## config.mk

```make
export PLATFORM = sky130hd
export DESIGN_NAME = pipe_hazard_ctrl
export DESIGN_NICKNAME = d
export VERILOG_FILES = /design/src/rtl/pipe_ctrl_pkg.sv /design/src/rtl/sat_counter.sv /design/src/rtl/pipe_hazard_ctrl.sv
export SDC_FILE = /design/constraint.sdc
export NUM_CORES = 1
export LEC_CHECK = 0
export ABC_AREA = 0
export BUFFER_PORTS_ARGS = -buffer_cell sky130_fd_sc_hd__clkbuf_2
export CAP_MARGIN = 20
export CORE_AREA = 2 2 95 97
export DETAILED_ROUTE_END_ITERATION = 6
export DIE_AREA = 0 0 97 99
export SYNTH_ARGS = -nofsm -noshare
export SYNTH_HDL_FRONTEND = slang
export SYNTH_HIERARCHICAL = 1
export SYNTH_SLANG_ARGS = --single-unit
```

## constraint.sdc

```tcl
create_clock -name clk -period 2.23 [get_ports clk]
set_clock_uncertainty 0.2 [all_clocks]
set_input_delay 0.3345 -clock clk [delete_from_list [all_inputs] [get_ports clk]]
set_output_delay 0.3345 -clock clk [all_outputs]
set_load 0.01 [all_outputs]
```

## src/rtl/pipe_ctrl_pkg.sv

```systemverilog
// Shared types for the pipeline hazard sequencer: FSM states, the zero-register
// index, and the bundle of six stage-register controls.
package pipe_ctrl_pkg;

  typedef enum logic [1:0] {
    ST_RUN,
    ST_FLUSH,
    ST_MEM_WAIT,
    ST_ERROR
  } state_t;

  localparam logic [31:0] REG_ZERO = 32'd0;

  typedef struct packed {
    logic pc_we;
    logic if_id_we;
    logic if_id_flush;
    logic id_ex_we;
    logic id_ex_bubble;
    logic ex_mem_we;
  } ctrl_vec_t;

  // Field order: pc_we, if_id_we, if_id_flush, id_ex_we, id_ex_bubble, ex_mem_we
  localparam ctrl_vec_t CTRL_RESET  = '{1'b0, 1'b0, 1'b1, 1'b0, 1'b1, 1'b0};
  localparam ctrl_vec_t CTRL_FREEZE = '{1'b0, 1'b0, 1'b0, 1'b0, 1'b0, 1'b0};
  localparam ctrl_vec_t CTRL_RUN    = '{1'b1, 1'b1, 1'b0, 1'b1, 1'b0, 1'b1};

endpackage

```

## src/rtl/sat_counter.sv

```systemverilog
// Up-counter that sticks at all-ones instead of wrapping.
module sat_counter #(
  parameter int CNT_W = 16
) (
  input  logic             clk,
  input  logic             rst_n,
  input  logic             inc,
  output logic [CNT_W-1:0] count
);

  localparam logic [CNT_W-1:0] CNT_ONE = CNT_W'(1);

  logic [CNT_W-1:0] r_count;

  // NOTE: sequential state uses non-blocking (<=) so every flop samples pre-edge values.
  always_ff @(posedge clk or negedge rst_n) begin
    if (!rst_n) begin
      r_count <= '0;
    end else if (inc && (r_count != '1)) begin
      r_count <= r_count + CNT_ONE;
    end
  end

  assign count = r_count;

endmodule

```

## src/rtl/pipe_hazard_ctrl.sv

```systemverilog
// Stall/flush sequencer for the 5-stage pipeline: load-use, taken-branch flush,
// return flush and data-memory freeze, with a sticky memory-timeout error.
module pipe_hazard_ctrl
  import pipe_ctrl_pkg::*;
#(
  parameter int REG_W       = 5,
  parameter int FLUSH_DEPTH = 2,
  parameter int MEM_TIMEOUT = 15,
  parameter int CNT_W       = 16
) (
  input  logic             clk,
  input  logic             rst_n,
  input  logic [REG_W-1:0] ID_RS,
  input  logic [REG_W-1:0] ID_RT,
  input  logic             ID_USES_RT,
  input  logic [REG_W-1:0] EX_RD,
  input  logic             EX_MEM_READ,
  input  logic             EX_BRANCH_TAKEN,
  input  logic             ID_ret_enable,
  input  logic             DM_BUSY,
  output logic             PC_WE,
  output logic             IF_ID_WE,
  output logic             IF_ID_FLUSH,
  output logic             ID_EX_WE,
  output logic             ID_EX_BUBBLE,
  output logic             EX_MEM_WE,
  output logic             HAZ_ERROR,
  output logic [CNT_W-1:0] STALL_CNT,
  output logic [CNT_W-1:0] FLUSH_CNT
);

  localparam int FL_W = $clog2(FLUSH_DEPTH + 1);
  localparam int WT_W = $clog2(MEM_TIMEOUT + 1);
  localparam logic [FL_W-1:0] FLUSH_RELOAD = FL_W'(FLUSH_DEPTH - 1);
  localparam logic [FL_W-1:0] FLUSH_ONE    = FL_W'(1);
  localparam logic [WT_W-1:0] WAIT_LIMIT   = WT_W'(MEM_TIMEOUT);
  localparam logic [WT_W-1:0] WAIT_ONE     = WT_W'(1);

  state_t           r_state, r_saved_state;
  logic [FL_W-1:0]  r_flush_left;
  logic [WT_W-1:0]  r_wait_cnt;

  state_t           w_next_state, w_next_saved, w_eff_state;
  logic [FL_W-1:0]  w_next_flush;
  logic [WT_W-1:0]  w_next_wait;
  logic             w_load_use;
  ctrl_vec_t        w_ctrl;

  assign w_load_use = EX_MEM_READ && (EX_RD != REG_ZERO[REG_W-1:0]) &&
                      ((EX_RD == ID_RS) || (ID_USES_RT && (EX_RD == ID_RT)));

  // Leaving MEM_WAIT behaves exactly like the saved state would in that cycle.
  assign w_eff_state = (r_state == ST_MEM_WAIT) ? r_saved_state : r_state;

  // NOTE: every always_comb output gets a default first so no latch is inferred.
  always_comb begin
    w_ctrl       = CTRL_FREEZE;
    w_next_state = r_state;
    w_next_saved = r_saved_state;
    w_next_flush = r_flush_left;
    w_next_wait  = r_wait_cnt;

    if (!rst_n) begin
      w_ctrl = CTRL_RESET;
    end else if (r_state == ST_ERROR) begin
      w_ctrl = CTRL_FREEZE;
    end else if (DM_BUSY) begin
      w_ctrl = CTRL_FREEZE;
      if (r_state == ST_MEM_WAIT) begin
        w_next_wait = r_wait_cnt + WAIT_ONE;
      end else begin
        w_next_saved = r_state;
        w_next_wait  = WAIT_ONE;
      end
      w_next_state = (w_next_wait >= WAIT_LIMIT) ? ST_ERROR : ST_MEM_WAIT;
    end else begin
      w_ctrl       = CTRL_RUN;
      w_next_state = w_eff_state;
      if (w_eff_state == ST_FLUSH) begin
        w_ctrl.if_id_flush = 1'b1;
        w_next_flush       = r_flush_left - FLUSH_ONE;
        if (r_flush_left == FLUSH_ONE) w_next_state = ST_RUN;
      end
      if (EX_BRANCH_TAKEN) begin
        w_ctrl.if_id_flush  = 1'b1;
        w_ctrl.id_ex_bubble = 1'b1;
        w_next_flush        = FLUSH_RELOAD;
        w_next_state        = (FLUSH_DEPTH > 1) ? ST_FLUSH : ST_RUN;
      end else if (w_load_use) begin
        w_ctrl.pc_we        = 1'b0;
        w_ctrl.if_id_we     = 1'b0;
        w_ctrl.id_ex_bubble = 1'b1;
      end else if (ID_ret_enable) begin
        w_ctrl.if_id_flush = 1'b1;
      end
    end
  end

  // NOTE: only control flops are reset here; there is no memory array to clear.
  always_ff @(posedge clk or negedge rst_n) begin
    if (!rst_n) begin
      r_state       <= ST_RUN;
      r_saved_state <= ST_RUN;
      r_flush_left  <= '0;
      r_wait_cnt    <= '0;
    end else begin
      r_state       <= w_next_state;
      r_saved_state <= w_next_saved;
      r_flush_left  <= w_next_flush;
      r_wait_cnt    <= w_next_wait;
    end
  end

  assign PC_WE        = w_ctrl.pc_we;
  assign IF_ID_WE     = w_ctrl.if_id_we;
  assign IF_ID_FLUSH  = w_ctrl.if_id_flush;
  assign ID_EX_WE     = w_ctrl.id_ex_we;
  assign ID_EX_BUBBLE = w_ctrl.id_ex_bubble;
  assign EX_MEM_WE    = w_ctrl.ex_mem_we;
  assign HAZ_ERROR    = (r_state == ST_ERROR);

  sat_counter #(.CNT_W(CNT_W)) u_stall_cnt (
    .clk   (clk),
    .rst_n (rst_n),
    .inc   (~w_ctrl.pc_we),
    .count (STALL_CNT)
  );

  sat_counter #(.CNT_W(CNT_W)) u_flush_cnt (
    .clk   (clk),
    .rst_n (rst_n),
    .inc   (w_ctrl.if_id_flush),
    .count (FLUSH_CNT)
  );

endmodule

```

==> run_results.csv <==
group,metric,value,unit
outcome,status,"complete, but fails checks",
outcome,violations,"setup timing",
routing,wl_per_cell,14.3,um
global_routing,antenna_found_initial,0,
placed_design,detailed_place_hpwl,4650,um
global_routing,grt_usage,0.137,
die,rows,34,
worst_setup_path,path_max_fanout,7,
sta,slew_viol_final,0,
die,die_area,9600,um2
cts,ctsRootBufferMaster,"clkbuf_8",
synthesis,yosysWarnings,6,
synthesis,synth_flop_cell,"dfrtp_1",
global_routing,grt_pass1_wl,11100,um
power,leakagePower,1.59,nW
sta,fin_crit,2410,ps
die,die-height,99,um
cts,insertion_delay,300,ps
die,fp.coreArea,8550,um2
final_layout,drive_gt1_frac,0.443,
final_layout,synthToLayoutAreaGrowth,40.2,%
synthesis,synth_area,2520,um2
die,initial_core_util,0.295,
cts,cts_max_level,2,
worst_setup_path,slowest_stage,"dfrtp_1",
cts,clock_sinks,42,
cts,cts_buffers,5,
synthesis,ys_seq_area_frac,0.416,
cts,cts_tree,"yes",
worst_setup_path,critical_path_arrival,1870,ps
worst_setup_path,critPathMaxStageDelay,510,ps
routing,drt_pre_antenna_iters,4,
worst_setup_path,cp.required,1700,ps
sta,finalSetupViolations,18,
global_routing,use_met2,0.243,
worst_setup_path,critical_path_class,"reg2out",
routing,drt_iter0_markers,49,
synthesis,synth_top_area_cell,"dfrtp_1",
synthesis,async_flop_share,1.00,
synthesis,syn_area_per_cell,10.6,um2
routing,drc,0,
worst_setup_path,cp_num_buf_inv,2,
final_layout,final_util,0.414,
min_path,hold_class,"in2reg",
worst_setup_path,end_kind,"primary output",
worst_setup_path,cpLargestDelayFamily,"compound AO/OA/AOI/OAI gates",
placed_design,place.port_buffers,60,
synthesis,synth_seq_cells,42,
final_layout,num_antenna_cells,0,
synthesis,synth_edf_count,0,
final_layout,nets,361,
global_routing,use_met1,0.171,
sta,fin_ws,-179,ps
global_routing,first_global_vias,2331,
sta,hold_viol,0,
die,io_pins,61,
final_layout,finalInstanceArea,3540,um2
synthesis,syn_nets,265,
routing,postRouteWirelength,6340,um
global_routing,gr-total-overflow,0,
worst_setup_path,critPathLaunchType,"register",
synthesis,yosysTopAreaCellShare,0.416,
routing,vias,2265,
worst_setup_path,crit_path_cell_trace,"nor2b_4, a311o_1, o41a_1, buf_4, clkbuf_2",
sta,post-route-period-util,1.08,
flow_run,cap_violations,0,
global_routing,grt_busiest_layer,"met2",
global_routing,grt_use_met3,0.0277,
sta,rsz0062_at_grt,"true",
die,die_w,97,um
global_routing,grt_max_degree,32,
sta,max_freq,0.415,GHz
power,p_per_area,884,nW/um2
synthesis,synth.distinct_cells,52,
synthesis,synth_area_leaders,"dfrtp_1 (42%), xor2_1 (4.5%), nand4_1 (4.2%)",
routing,avgViaCountPerCell,5.10,
placed_design,place_area,3150,um2
synthesis,syn_inst,239,
cts,clockBufferDepth,2,
sta,worst_pin_slew,546,ps
routing,ant_nets,0,
placed_design,gp_congestion,0.813,
sta,relSlewSlack,0.632,
power,peakVddDrop,0.304,mV
cts,clk_pin_slew_worst_paths,80,ps
==> final timing paths <==
| check | slack, ps | cells past startpoint | start | endpoint |
|---|---|---|---|---|
| worst max-delay path | -180 | 5 | r_state[1]$_DFFE_PN0P_ | IF_ID_FLUSH |
| worst min-delay path | 270 | 3 | EX_BRANCH_TAKEN | r_flush_left[1]$_DFFE_PN0P_ |
| max in group asynchronous | 1180 | 3 | rst_n | u_flush_cnt/count[11]$_DFFE_PN0P_ |
| worst min register to register | 290 | 1 | r_flush_left[1]$_DFFE_PN0P_ | r_flush_left[1]$_DFFE_PN0P_ |
| min in group asynchronous | 430 | 3 | rst_n | r_wait_cnt[2]$_DFFE_PN0P_ |
| worst max register to register | -90 | 8 | r_state[1]$_DFFE_PN0P_ | u_flush_cnt/count[7]$_DFFE_PN0P_ |
==> cells in the final DEF, fill, tap and decap left out, drive strengths merged, types with 2 or more instances in the layout <==
cell    instances
clkbuf         60
dfrtp          42
buf            41
nand4          21
xor2           13
a21oi          13
nand3          13
nor2           13
nand2          13
xnor2          12
o21a           10
o21ai          10
nor3            7
a31oi           6
and4            6
nor4            5
and3            5
inv             4
ha              4
nor2b           4
o31ai           3
a32oi           3
mux2            3
nand4b          2
nor3b           2
mux2i           2
o211ai          2
and4b           2
o31a            2
==> cell usage after synthesis, types with 2 or more instances <==
cell / instances
o21ai_0: 9
nor4_4: 4
a31oi_1: 6
xor2_1: 13
nor2_2: 2
dfrtp_1: 42
nand4_2: 2
nor3b_1: 2
nor3_1: 5
and4_4: 2
nor2_1: 11
nand4_1: 17
o31ai_4: 2
nand4_4: 2
nor3_2: 2
nand3_4: 2
a32oi_1: 3
nand4b_1: 2
and4_2: 2
o211ai_1: 2
a21oi_1: 13
clkbuf_1: 3
ha_1: 4
buf_4: 2
xnor2_1: 12
o21a_1: 10
mux2_1: 2
nor2b_1: 4
mux2i_1: 2
and4_1: 2
inv_1: 4
nand2_1: 13
buf_2: 2
nand3_1: 11
and4b_1: 2
and3_1: 5
==> repair_timing <==
action / CTS / global route
gates resized for setup: 12 / 40
pin swaps: 6 / 9
hold buffers: 1 / 0
hold endpoints to repair: 42 / 0
setup endpoints to repair: 17 / 35
buffers inserted: 5 / 6
==> per-stage QoR <==
step / hold WS, ps / power (mW) / cells / TNS (ps) / setup slack [ps]
2_1_floorplan: -161 / 1.91 / 239 / -1520 / -169
3_3_place_gp: 135 / 2.34 / 425 / -8180 / -356
3_5_place_dp: 143 / 2.38 / 425 / -9160 / -398
4_1_cts: 229 / 3.01 / 439 / -862 / -151
5_1_grt: 286 / 3.37 / 444 / -3240 / -248
6_report: 265 / 3.13 / 444 / -1110 / -179
==> registers in the layout, indices dropped and copies added (netlist names) <==
name / cells
r_wait_cnt: 4
r_flush_left: 2
r_saved_state: 2
u_stall_cnt/count: 16
r_state: 2
u_flush_cnt/count: 16
==> worst reg2reg max path: stages (launching register included) <==
cell and delay, ps:
dfrtp_1 510, nor2b_4 70, a311o_1 290, o41a_1 430, buf_6 150, and3_4 170, and4_4 200, a31oi_1 130
a31oi_1 50
==> per-layer routing <==
layer | vias to the layer above | share of wire
li1 | 1115 | -
met1 | 1107 | 0.46
met2 | 34 | 0.50
met3 | 9 | 0.032
met4 | 0 | 0.011
met5 | - | 0
==> cells by family after synthesis <==
family,after synthesis,share of synthesized area
simple gates,95,0.274
compound gates,57,0.161
flops,42,0.416
xor+xnor,25,0.0868
buf+inv,11,0.0203
mux,5,0.0213
fa+ha+maj,4,0.0198
==> area by class of cell <==
class | instances | area (um2)
sequential | 42 | 1050
multi-input combinational | 186 | 1590
tap | 108 | 135
fill | 836 | 5010
clock buffer | 6 | 82.6
timing repair buffer | 96 | 654
clock inverter | 2 | 12.5
inverter | 4 | 15.0
==> where the power goes <==
part / total [mW] / switching (mW) / internal (mW)
logic: 1.32 / 0.637 / 0.686
registers: 1.28 / 0.313 / 0.965
clock network: 0.525 / 0.276 / 0.249
total: 3.13 / 1.23 / 1.90
No activity file was read; power rests on OpenSTA's default activity.
